===== src/rtl/lfsr_rr_arbiter.sv =====
// Round-robin arbiter sharing one free-running LFSR word between NUM_REQ requesters.
// One grant per two cycles; an all-zero LFSR at an arbitration point raises a sticky lockup error.
module lfsr_rr_arbiter #(
  parameter int unsigned NUM_REQ = 4,
  parameter int unsigned WIDTH   = 4,
  parameter int unsigned CNT_W   = 8
) (
  input  logic               clk,
  input  logic               reset,
  input  logic [NUM_REQ-1:0] req_i,
  input  logic [WIDTH-1:0]   lfsr_i,
  input  logic               err_clr_i,
  output logic [NUM_REQ-1:0] gnt_o,
  output logic [WIDTH-1:0]   rnd_o,
  output logic               rnd_valid_o,
  output logic               busy_o,
  output logic               lock_err_o,
  output logic [CNT_W-1:0]   grant_cnt_o
);

  localparam int unsigned PTR_W = (NUM_REQ > 1) ? $clog2(NUM_REQ) : 1;

  localparam logic [0:0] IDLE = 1'b0;
  localparam logic [0:0] GAP  = 1'b1;

  localparam logic [CNT_W-1:0] CNT_MAX = '1;

  logic [0:0]         state_q, state_d;
  logic [PTR_W-1:0]   ptr_q, ptr_d;
  logic [NUM_REQ-1:0] gnt_q, gnt_d;
  logic [WIDTH-1:0]   rnd_q, rnd_d;
  logic               valid_q, valid_d;
  logic               busy_q, busy_d;
  logic               lock_q, lock_d;
  logic [CNT_W-1:0]   cnt_q, cnt_d;

  logic               found;
  logic [PTR_W-1:0]   win;
  int unsigned        idx;

  // Rotating priority search starting at ptr_q, wrapping modulo NUM_REQ.
  always_comb begin
    found = 1'b0;
    win   = '0;
    idx   = 0;
    for (int unsigned i = 0; i < NUM_REQ; i++) begin
      idx = 32'(ptr_q) + i;
      if (idx >= NUM_REQ) begin
        idx = idx - NUM_REQ;
      end
      if (!found && req_i[PTR_W'(idx)]) begin
        found = 1'b1;
        win   = PTR_W'(idx);
      end
    end
  end

  // Next-state and output logic.
  always_comb begin
    state_d = state_q;
    ptr_d   = ptr_q;
    gnt_d   = '0;
    rnd_d   = rnd_q;
    valid_d = 1'b0;
    busy_d  = 1'b0;
    lock_d  = lock_q;
    cnt_d   = cnt_q;

    if (err_clr_i) begin
      lock_d = 1'b0;
    end

    case (state_q)
      IDLE: begin
        if (|req_i) begin
          if (lfsr_i == '0) begin
            // Lockup detection overrides a same-cycle clear.
            lock_d = 1'b1;
          end else if (!lock_q && found) begin
            gnt_d[win] = 1'b1;
            rnd_d      = lfsr_i;
            valid_d    = 1'b1;
            ptr_d      = (win == PTR_W'(NUM_REQ - 1)) ? '0 : win + PTR_W'(1);
            cnt_d      = (cnt_q == CNT_MAX) ? cnt_q : cnt_q + CNT_W'(1);
            state_d    = GAP;
          end
        end
      end
      GAP: begin
        busy_d  = 1'b1;
        state_d = IDLE;
      end
      default: begin
        state_d = IDLE;
      end
    endcase
  end

  always_ff @(posedge clk or negedge reset) begin
    if (!reset) begin
      state_q <= IDLE;
      ptr_q   <= '0;
      gnt_q   <= '0;
      rnd_q   <= '0;
      valid_q <= 1'b0;
      busy_q  <= 1'b0;
      lock_q  <= 1'b0;
      cnt_q   <= '0;
    end else begin
      state_q <= state_d;
      ptr_q   <= ptr_d;
      gnt_q   <= gnt_d;
      rnd_q   <= rnd_d;
      valid_q <= valid_d;
      busy_q  <= busy_d;
      lock_q  <= lock_d;
      cnt_q   <= cnt_d;
    end
  end

  assign gnt_o       = gnt_q;
  assign rnd_o       = rnd_q;
  assign rnd_valid_o = valid_q;
  assign busy_o      = busy_q;
  assign lock_err_o  = lock_q;
  assign grant_cnt_o = cnt_q;

endmodule

===== config.mk =====
export PLATFORM = sky130hd
export DESIGN_NAME = lfsr_rr_arbiter
export DESIGN_NICKNAME = d
export VERILOG_FILES = /design/src/rtl/lfsr_rr_arbiter.sv
export SDC_FILE = /design/constraint.sdc
export NUM_CORES = 1
export LEC_CHECK = 0
export ABC_AREA = 1
export BUFFER_PORTS_ARGS = -buffer_cell sky130_fd_sc_hd__buf_2
export CORE_MARGIN = 5
export CORE_UTILIZATION = 52
export CTS_CLUSTER_DIAMETER = 120
export DETAILED_ROUTE_END_ITERATION = 8
export PLACE_DENSITY = 0.78
export SYNTH_ARGS = -nofsm -noshare
export SYNTH_HDL_FRONTEND = slang
export SYNTH_SLANG_ARGS = --single-unit
export TNS_END_PERCENT = 5

===== constraint.sdc =====
create_clock -name clk -period 2.3 [get_ports clk]
set_input_delay 0.46 -clock clk [delete_from_list [all_inputs] [get_ports clk]]
set_output_delay 0.46 -clock clk [all_outputs]
set_load 0.05 [all_outputs]

**Word level (Yosys, flattened, before mapping)**

Cells that the tools add are included.

- Bits in registers: 22
- Latch bits: 0
- Bits in writable memories: 0
- ROM bits: 0
- Logic and storage cells: 82
- Memories: 0

- Add/sub/neg operators: 9
- Multipliers: 0
- Div/mod/pow operators: 0
- Order comparisons: 10
- Equality and inequality tests: 2
- Shift-type cells: 0
- Multiplexer cells: 37
- Bitwise logic cells: 3
- Reduce and logical (&&, ||, !) cells: 13

Operators with widths:

| cell | count |
|---|---|
| 1-bit two-way mux | 18 |
| 2-bit two-way mux | 9 |
| 4-bit two-way mux | 4 |
| 2-bit by 3-bit less-than comparator with 1-bit output, second input constant | 5 |
| 3-bit greater-or-equal comparator, second input constant | 3 |
| 8-bit by 1-bit adder with 8-bit output, second input constant | 1 |
| 1-bit binary-select mux with 2-bit select | 4 |
| 8-bit equality test, second input constant | 1 |
| 2-bit by 1-bit subtractor with 2-bit output, second input constant | 4 |
| 2-bit by 2-bit adder with 3-bit output, second input constant | 2 |
| 1-bit logical AND | 5 |
| 5-bit AND reduction | 1 |
| 1-bit zero test | 4 |
| 4-bit zero test | 1 |
| 4-bit AND reduction | 1 |
| 4-bit OR reduction | 1 |
| 2-bit by 1-bit adder with 3-bit output, second input constant | 1 |
| 2-bit by 3-bit greater-or-equal comparator with 1-bit output, second input constant | 1 |
| 1-bit NOT | 3 |
| 2-bit by 1-bit adder with 2-bit output, second input constant | 1 |
| 1-bit demux with 2-bit select | 1 |
| 2-bit equality test, second input constant | 1 |
| 2-bit by 1-bit greater-or-equal comparator with 1-bit output, second input constant | 1 |
| 1-bit case mux with 2 select lines | 1 |

**Depth between registers and ports, before layout**

Gate-level depths: netlist of run 1.

- Word-level depth: 22
- Gate-level depth with buffers: 14
- Gate-level depth less buffers: 13

**Worst setup path before layout of run 1**

No wires, ideal clock.

- Kind: register to register
- From: reg cnt_q[0] (netlist: grant_cnt_o[0])
- To: reg cnt_q[2] (netlist: grant_cnt_o[2])
- Library setup time: 0.074 ns
- Arrival time: 1.638 ns
- Path slack: 0.588 ns
- Stages on the path, launching flop included: 8
- Buffers on the path: 1
- Clock period less this slack: 1.712 ns
- Cells stage by stage: dfrtp_1 -> ha_1 -> and3_2 -> nand3_2 -> nand2_2 -> buf_6 -> nand2_1 -> o21ai_2

- Word-level cells in the longest chain between the ends: 3
- Elaborated cells on any way between the ends: 4
- Those cells by class: add/sub: 1; eq/ne: 1; bitwise: 1; reduce/logical: 1

Ends and longest elaborated chain:

| item | RTL line | source |
|---|---|---|
| from (decl) | 35 | `logic [CNT_W-1:0] cnt_q, cnt_d;` |
| from (signal assigned) | 117 | `cnt_q <= cnt_d;` |
| branches (longest 3 deep; another with 8-bit by 1-bit adder with 8-bit output) | n/a |  |

Several ways; the timed one is not identified.
A chain may end at the register's enable or synchronous reset.

**Worst setup path in the final report of run 1**

- From: reg ptr_q[0]
- To: reg ptr_q[1]

- Word-level cells in the longest chain between the ends: 16
- Elaborated cells on any way between the ends: 42
- Those cells by class: add/sub: 8; order compare: 4; eq/ne: 1; mux: 21; reduce/logical: 8

Ends and longest elaborated chain:

| item | RTL line | source |
|---|---|---|
| from (decl) | 29 | `logic [PTR_W-1:0] ptr_q, ptr_d;` |
| from (signal assigned) | 111 | `ptr_q <= ptr_d;` |
| branches (longest 16 deep; another with 2-bit by 1-bit adder with 3-bit output) | n/a |  |

Several ways; the timed one is not identified. The select of a mux whose other input is x is not followed.

==> reports/qor.txt, run 1 <==
Period minus WS final - 1.98 ns
H-Tree Depth - 1
DPL Wire Length - 2020 um
TritonRoute pass-1 iters - 4
Worst-Margin Slew - 0.466 ns
Cell Chain, Critical Path - inv_4, nand2_1, nand2_2, nand2_1, nand2_1, nor2_1, nand4_1, nand2_1, inv_1, ha_1, nand2_1, o21ai_0
Sequential share of the synthesized area - 42.9%
DP Cell Count - 216
Core ar. - 2230 um^2
Layout Cells excl Fill - 220
CTS tree - yes
Die X - 58.6 um
Worst-path clk slew - 0.12 ns
Setup Skew - 0.000826 ns
Worst Setup End Kind - flop
Crit path launch - ptr_q[0]
Worst R2R Start - ptr_q[0]
Initial antenna violation count - 0
PwrDens - 1490 nW/um^2
NumNets Final - 209
Drt drc - 0
Pwr Total - 2.12 mW
# resized after CTS - 0
Initial core utilization - 54.9%
MaxCap Viol Count - 0
Synth Register Bits - 21
Routed vias/inst - 5.09
Die ar. - 3430 um^2
Buffers added on ports - 29
Synthesized area - 1230 um^2
Fin. max-slew vios - 0
Die H - 58.6 um
Overall routing resource usage - 16.7%
Fmax - 506 MHz
Clock root buffer - clkbuf_4
Crit share post-route - 86.0%
First-pass GRT wire length - 4470 um
Largest net degree at the start of global routing - 22
Yosys cell types - 22
# IOs - 30
Iteration-0 DRC count of the detailed router - 32
ANT cells - 0
Post-DRT Antenna Nets - 0
Hold WC Path Type - in -> async
WP data required - 2.50 ns
Placed cell area - 1390 um^2
Most common library cell in the layout ignoring fill and taps - nand2_1
Longest Clk Path Bufs - 2
WL/cell - 11.8 um
Crit-path max FO - 10
Most frequent cells in the layout - 66 x nand2_1, 29 x buf_2, 21 x dfrtp_1, 19 x inv_1, 15 x nand3_1
Final setup viols - 0
Post-detailed-routing wire length - 2610 um
Clock Latency Late Sink - 0.31 ns
Syn avg cell area - 7.62 um^2
IR Drop Worst-Case VDD - 0.00102 V
Design area - 1420 um^2
GP Congestion - 1.00
Crit-path max cell delay - 0.57 ns
Final setup TNS - 0 ns
Critical Path Start Type - flop
Hold_buf cts - 0
Share of cells above drive strength 1 - 23.4%
Vias - 1119
Leak Pwr - 0.829 nW
Clock Sinks - 21
Unrepaired setup endpoints after global routing - no
Area growth syn-to-layout - 15.6%
Outcome - complete, no violations
WP data arrival - 2.18 ns
Vias in the first global route - 1070
Total grt overflow - 0
# Post-CTS Setup Buffers - 0
Filler cells - 210
Relative slew slack - 68.9%
CP max-delay cell - dfrtp_1
Most frequent cell on the critical path - nand2_1
CTS buffer count - 3
Final hold viol count - 0
Site Rows - 17
Crit Path Category - reg -> reg
Post-synthesis cell count - 161
Ys Warns - 0
Post-Syn Nets - 177
layout make-up:
type                    count  area, um^2  area share [%]
repair buffers             30         153            10.8
well taps                  28        35.0            2.47
flip-flops and latches     21         526            37.1
inverters                  20        77.6            5.47
clock buffers               3        22.5            1.59
clock inverters             1        7.51           0.530
multi-input cells         117         597            42.1
kinds of logic after synthesis:
logic type / after synthesis / synth area share [%]
AO/OA/AOI/OAI: 6 / 2.86
buffers and inverters: 23 / 8.47
flip-flops: 21 / 42.9
AND/OR/NAND/NOR: 99 / 35.1
adder cells (fa/ha/maj): 5 / 5.10
XOR/XNOR: 7 / 5.61
power breakdown:
part           internal, mW  switching [mW]
logic                 0.380           0.936
registers             0.494           0.124
clock network        0.0663           0.117
per-stage QoR:
stage / worst slack, ns / util [%] / hold slack [ns]
CTS: 0.358 / 63.5 / 0.0877
floorplan: 0.588 / - / 0.164
detailed placement: 0.369 / 62.1 / 0.386
finish: 0.322 / 63.5 / 0.0844
global route: 0.142 / 63.5 / 0.0941
global placement: 0.438 / 62.1 / 0.386
cell usage after synthesis:
cell type  count  share of area (%)
and3_2         1               0.61
buf_4          2                1.2
buf_6          1               0.92
dfrtp_1       21                 43
ha_1           5                5.1
inv_1         19                5.8
inv_4          1               0.51
nand2_1       66                 20
nand2_2        3                1.5
nand3_1       15                6.1
nand3_2        1               0.82
nand4_1        1               0.51
nand4_2        2                2.0
nor2_1         9                2.8
nor2_2         1               0.51
o21ai_0        2               0.82
o21ai_1        2               0.82
o21ai_2        1               0.71
o22ai_1        1               0.51
xnor2_1        4                2.9
xnor2_2        1                1.3
xor2_1         2                1.4
path summary, 6_finish.rpt:
kind                            cells after the start  slack (ns)    endpoint
worst max-delay path                               12        0.32    ptr_q[1]
worst min-delay path                                1        0.08    gnt_o[1]
worst max register to register                     12        0.32    ptr_q[1]
worst min register to register                      0        0.42      busy_o
max in group asynchronous                           1        1.90    gnt_o[3]
min in group clk                                    2        0.32  lock_err_o
state kept, by name, summed over array words and instances, names as in the netlist:
signal	flops
busy_o	1
rnd_o	4
lock_err_o	1
gnt_o	4
grant_cnt_o	8
state_q	1
ptr_q	2
metal layers:
layer,GRT usage (%),routed length [um]
met5,0,0
met4,5.63,23
met3,4.82,175
met2,29.2,1320
met1,19.4,1080
critical path, delay by kind of cell, from the launching register on:
kind	cells	cell delay, ns
compound gates	1	0.07
fa+ha+maj	1	0.27
buf+inv	2	0.18
flops	1	0.57
simple gates	8	0.78
(Power assumes the default switching activity.)
==> inputs of run 2 (changes only) <==
--- a/config.mk
+++ b/config.mk
@@ -8,10 +8,9 @@
 export ABC_AREA = 1
 export BUFFER_PORTS_ARGS = -buffer_cell sky130_fd_sc_hd__buf_2
 export CORE_MARGIN = 5
-export CORE_UTILIZATION = 52
+export CORE_UTILIZATION = 35
 export CTS_CLUSTER_DIAMETER = 120
 export DETAILED_ROUTE_END_ITERATION = 8
-export PLACE_DENSITY = 0.78
 export SYNTH_ARGS = -nofsm -noshare
 export SYNTH_HDL_FRONTEND = slang
 export SYNTH_SLANG_ARGS = --single-unit
==> run 2 against run 1 <==
Setup slack improved by 0.0082 ns. Critical endpoint unchanged. Fmax up 0.42%. Register-to-register slack is essentially flat. Largest power group unchanged. Critical path depth increased by 1. Sequential share of layout area shrank 0.48 points.
==> reports/qor.txt, run 2 (synthesis gave the netlist of run 1 again) <==
Worst Setup End Kind - flop
WL/cell - 10.0 um (-15%)
Most common library cell in the layout ignoring fill and taps - nand2_1
Total grt overflow - 0 (unchanged)
Hold_ws - 0.0864 ns (+0.00201 ns)
Site Rows - 21 (+4)
Outcome - complete, no violations
CP max-delay cell - dfrtp_1
Clock Sinks - 21 (unchanged)
Final setup TNS - 0 ns (unchanged)
Area growth syn-to-layout - 17.1%
H-Tree Depth - 1 (unchanged)
Drt drc - 0 (unchanged)
Crit-path max FO - 10 (unchanged)
Post-detailed-routing wire length - 2390 um (-8.4%)
Crit Path Category - reg -> reg
Largest net degree at the start of global routing - 22 (unchanged)
P_int - 0.939 mW (-0.18%)
# resized after CTS - 0 (unchanged)
Crit share post-route - 85.6% (-0.36 points)
Sequential Power Share - 29.7% (+0.5 points)
Most frequent cells in the layout - 66 x nand2_1, 29 x buf_2, 21 x dfrtp_1, 19 x inv_1, 15 x nand3_1
MaxCap Viol Count - 0 (unchanged)
Die ar. - 4790 um^2 (+40%)
Period minus WS final - 1.97 ns (-0.00819 ns)
ANT cells - 0 (unchanged)
# IOs - 30 (unchanged)
Hold_buf cts - 0 (unchanged)
Share of cells above drive strength 1 - 22.9% (-0.52 points)
Post-DRT Antenna Nets - 0 (unchanged)
Clock power share - 8.5% (about the same)
Final setup viols - 0 (unchanged)
IR Drop Worst-Case VDD - 0.000504 V (-51%)
Fin. max-slew vios - 0 (unchanged)
Comb power frac - 61.8% (-0.4 points)
CTS buffer count - 3 (unchanged)
Buffers added on ports - 29 (unchanged)
Setup Skew - 0.00800 ns (+0.00718 ns)
Vias - 1040 (-7.1%)
Overall routing resource usage - 9.96% (-6.7 points)
Vias in the first global route - 930 (-13%)
Crit-path max cell delay - 0.57 ns (about the same)
Core ar. - 3360 um^2 (+51%)
Relative slew slack - 69.6% (+0.67 points)
Sw Share - 54.8% (-0.79 points)
First-pass GRT wire length - 3920 um (-12%)
PwrDens - 1450 nW/um^2 (-3.2%)
Initial core utilization - 36.5% (-18 points)
CTS tree - yes
WP data required - 2.49 ns (about the same)
Longest Clk Path Bufs - 2 (unchanged)
Max reg flops - 8 (unchanged)
Leak Pwr - 0.830 nW (+0.12%)
Die X - 69.2 um (+18%)
Design area - 1440 um^2 (+1.3%)
Final hold viol count - 0 (unchanged)
Most frequent cell on the critical path - nand2_1
Routed vias/inst - 4.37 (-14%)
Die H - 69.2 um (+18%)
Unrepaired setup endpoints after global routing - no
NumNets Final - 209 (unchanged)
WP data arrival - 2.16 ns (-0.02 ns)
GP Congestion - 0.806 (-20%)
Hold WC Path Type - in -> async
Worst-path clk slew - 0.12 ns (about the same)
DPL Wire Length - 1820 um (-10%)
Initial antenna violation count - 0 (unchanged)
Placed cell area - 1410 um^2 (+1.6%)
Fmax - 508 MHz (+0.42%)
Cell Chain, Critical Path - inv_4, nand2_1, nand2_2, nand2_1, nand2_1, nor2_1, nand3_1, nand3_1, nand2_1, inv_1, ha_1, nand2_1, o21ai_0
TritonRoute pass-1 iters - 4 (unchanged)
Clock Latency Late Sink - 0.30 ns (about the same)
Iteration-0 DRC count of the detailed router - 17 (-47%)
Switching pwr - 1.14 mW (-3.3%)
# Post-CTS Setup Buffers - 0 (unchanged)
Critical Path Start Type - flop
Fin util - 42.7% (-21 points)
Clock root buffer - clkbuf_4
Worst-Margin Slew - 0.456 ns (-0.0101 ns)
-- run 2: worst max-delay path: cells and delay by family, from the launching register on --
| kind | cells | cell delay (ns) |
|---|---|---|
| flip-flops | 1 | 0.57 |
| adder cells (fa/ha/maj) | 1 | 0.22 |
| AO/OA/AOI/OAI | 1 | 0.07 |
| AND/OR/NAND/NOR | 9 | 0.81 |
| buffers and inverters | 2 | 0.20 |
-- run 2: stage by stage --
step / worst slack, ns / power (mW) / instances
2_1_floorplan: 0.588 / 1.67 / 161
3_3_place_gp: 0.327 / 1.92 / 234
3_5_place_dp: 0.338 / 1.92 / 234
4_1_cts: 0.312 / 2.11 / 238
5_1_grt: 0.131 / 2.27 / 238
6_report: 0.330 / 2.08 / 238
-- run 2: layout make-up --
cell class,instances,area (um^2)
clock buffer,4,26.3
fill,375,1930
inverter,20,77.6
multi-input combinational,117,597
sequential,21,526
tap,46,57.6
timing repair buffer,30,153
-- run 2: path summary, 6_finish.rpt --
check                      startpoint    endpoint  slack [ns]  depth (start not counted)
setup / recovery             ptr_q[0]    ptr_q[1]        0.33                         13
hold / removal                  reset    gnt_o[2]        0.09                          1
setup reg to reg             ptr_q[0]    ptr_q[1]        0.33                         13
hold reg to reg               state_q      busy_o        0.43                          0
max in group asynchronous       reset     state_q        1.90                          1
min in group clk            err_clr_i  lock_err_o        0.34                          2
-- run 2: metal layers --
metal	global-route usage, %	up-vias	routed length, um
li1	-	554	-
met1	12.9	457	1180
met2	15.4	27	1040
met3	2.75	2	151
met4	4.56	0	16
met5	0	-	0
-- run 2: power groups by stage --
stage                     clock network, mW  registers (mW)  logic [mW]
after floorplan                           0           0.957       0.712
after global placement                    0           0.630        1.29
after detailed placement                  0           0.623        1.30
after CTS                             0.192           0.618        1.30
after global routing                  0.199           0.634        1.43
final                                 0.177           0.617        1.28
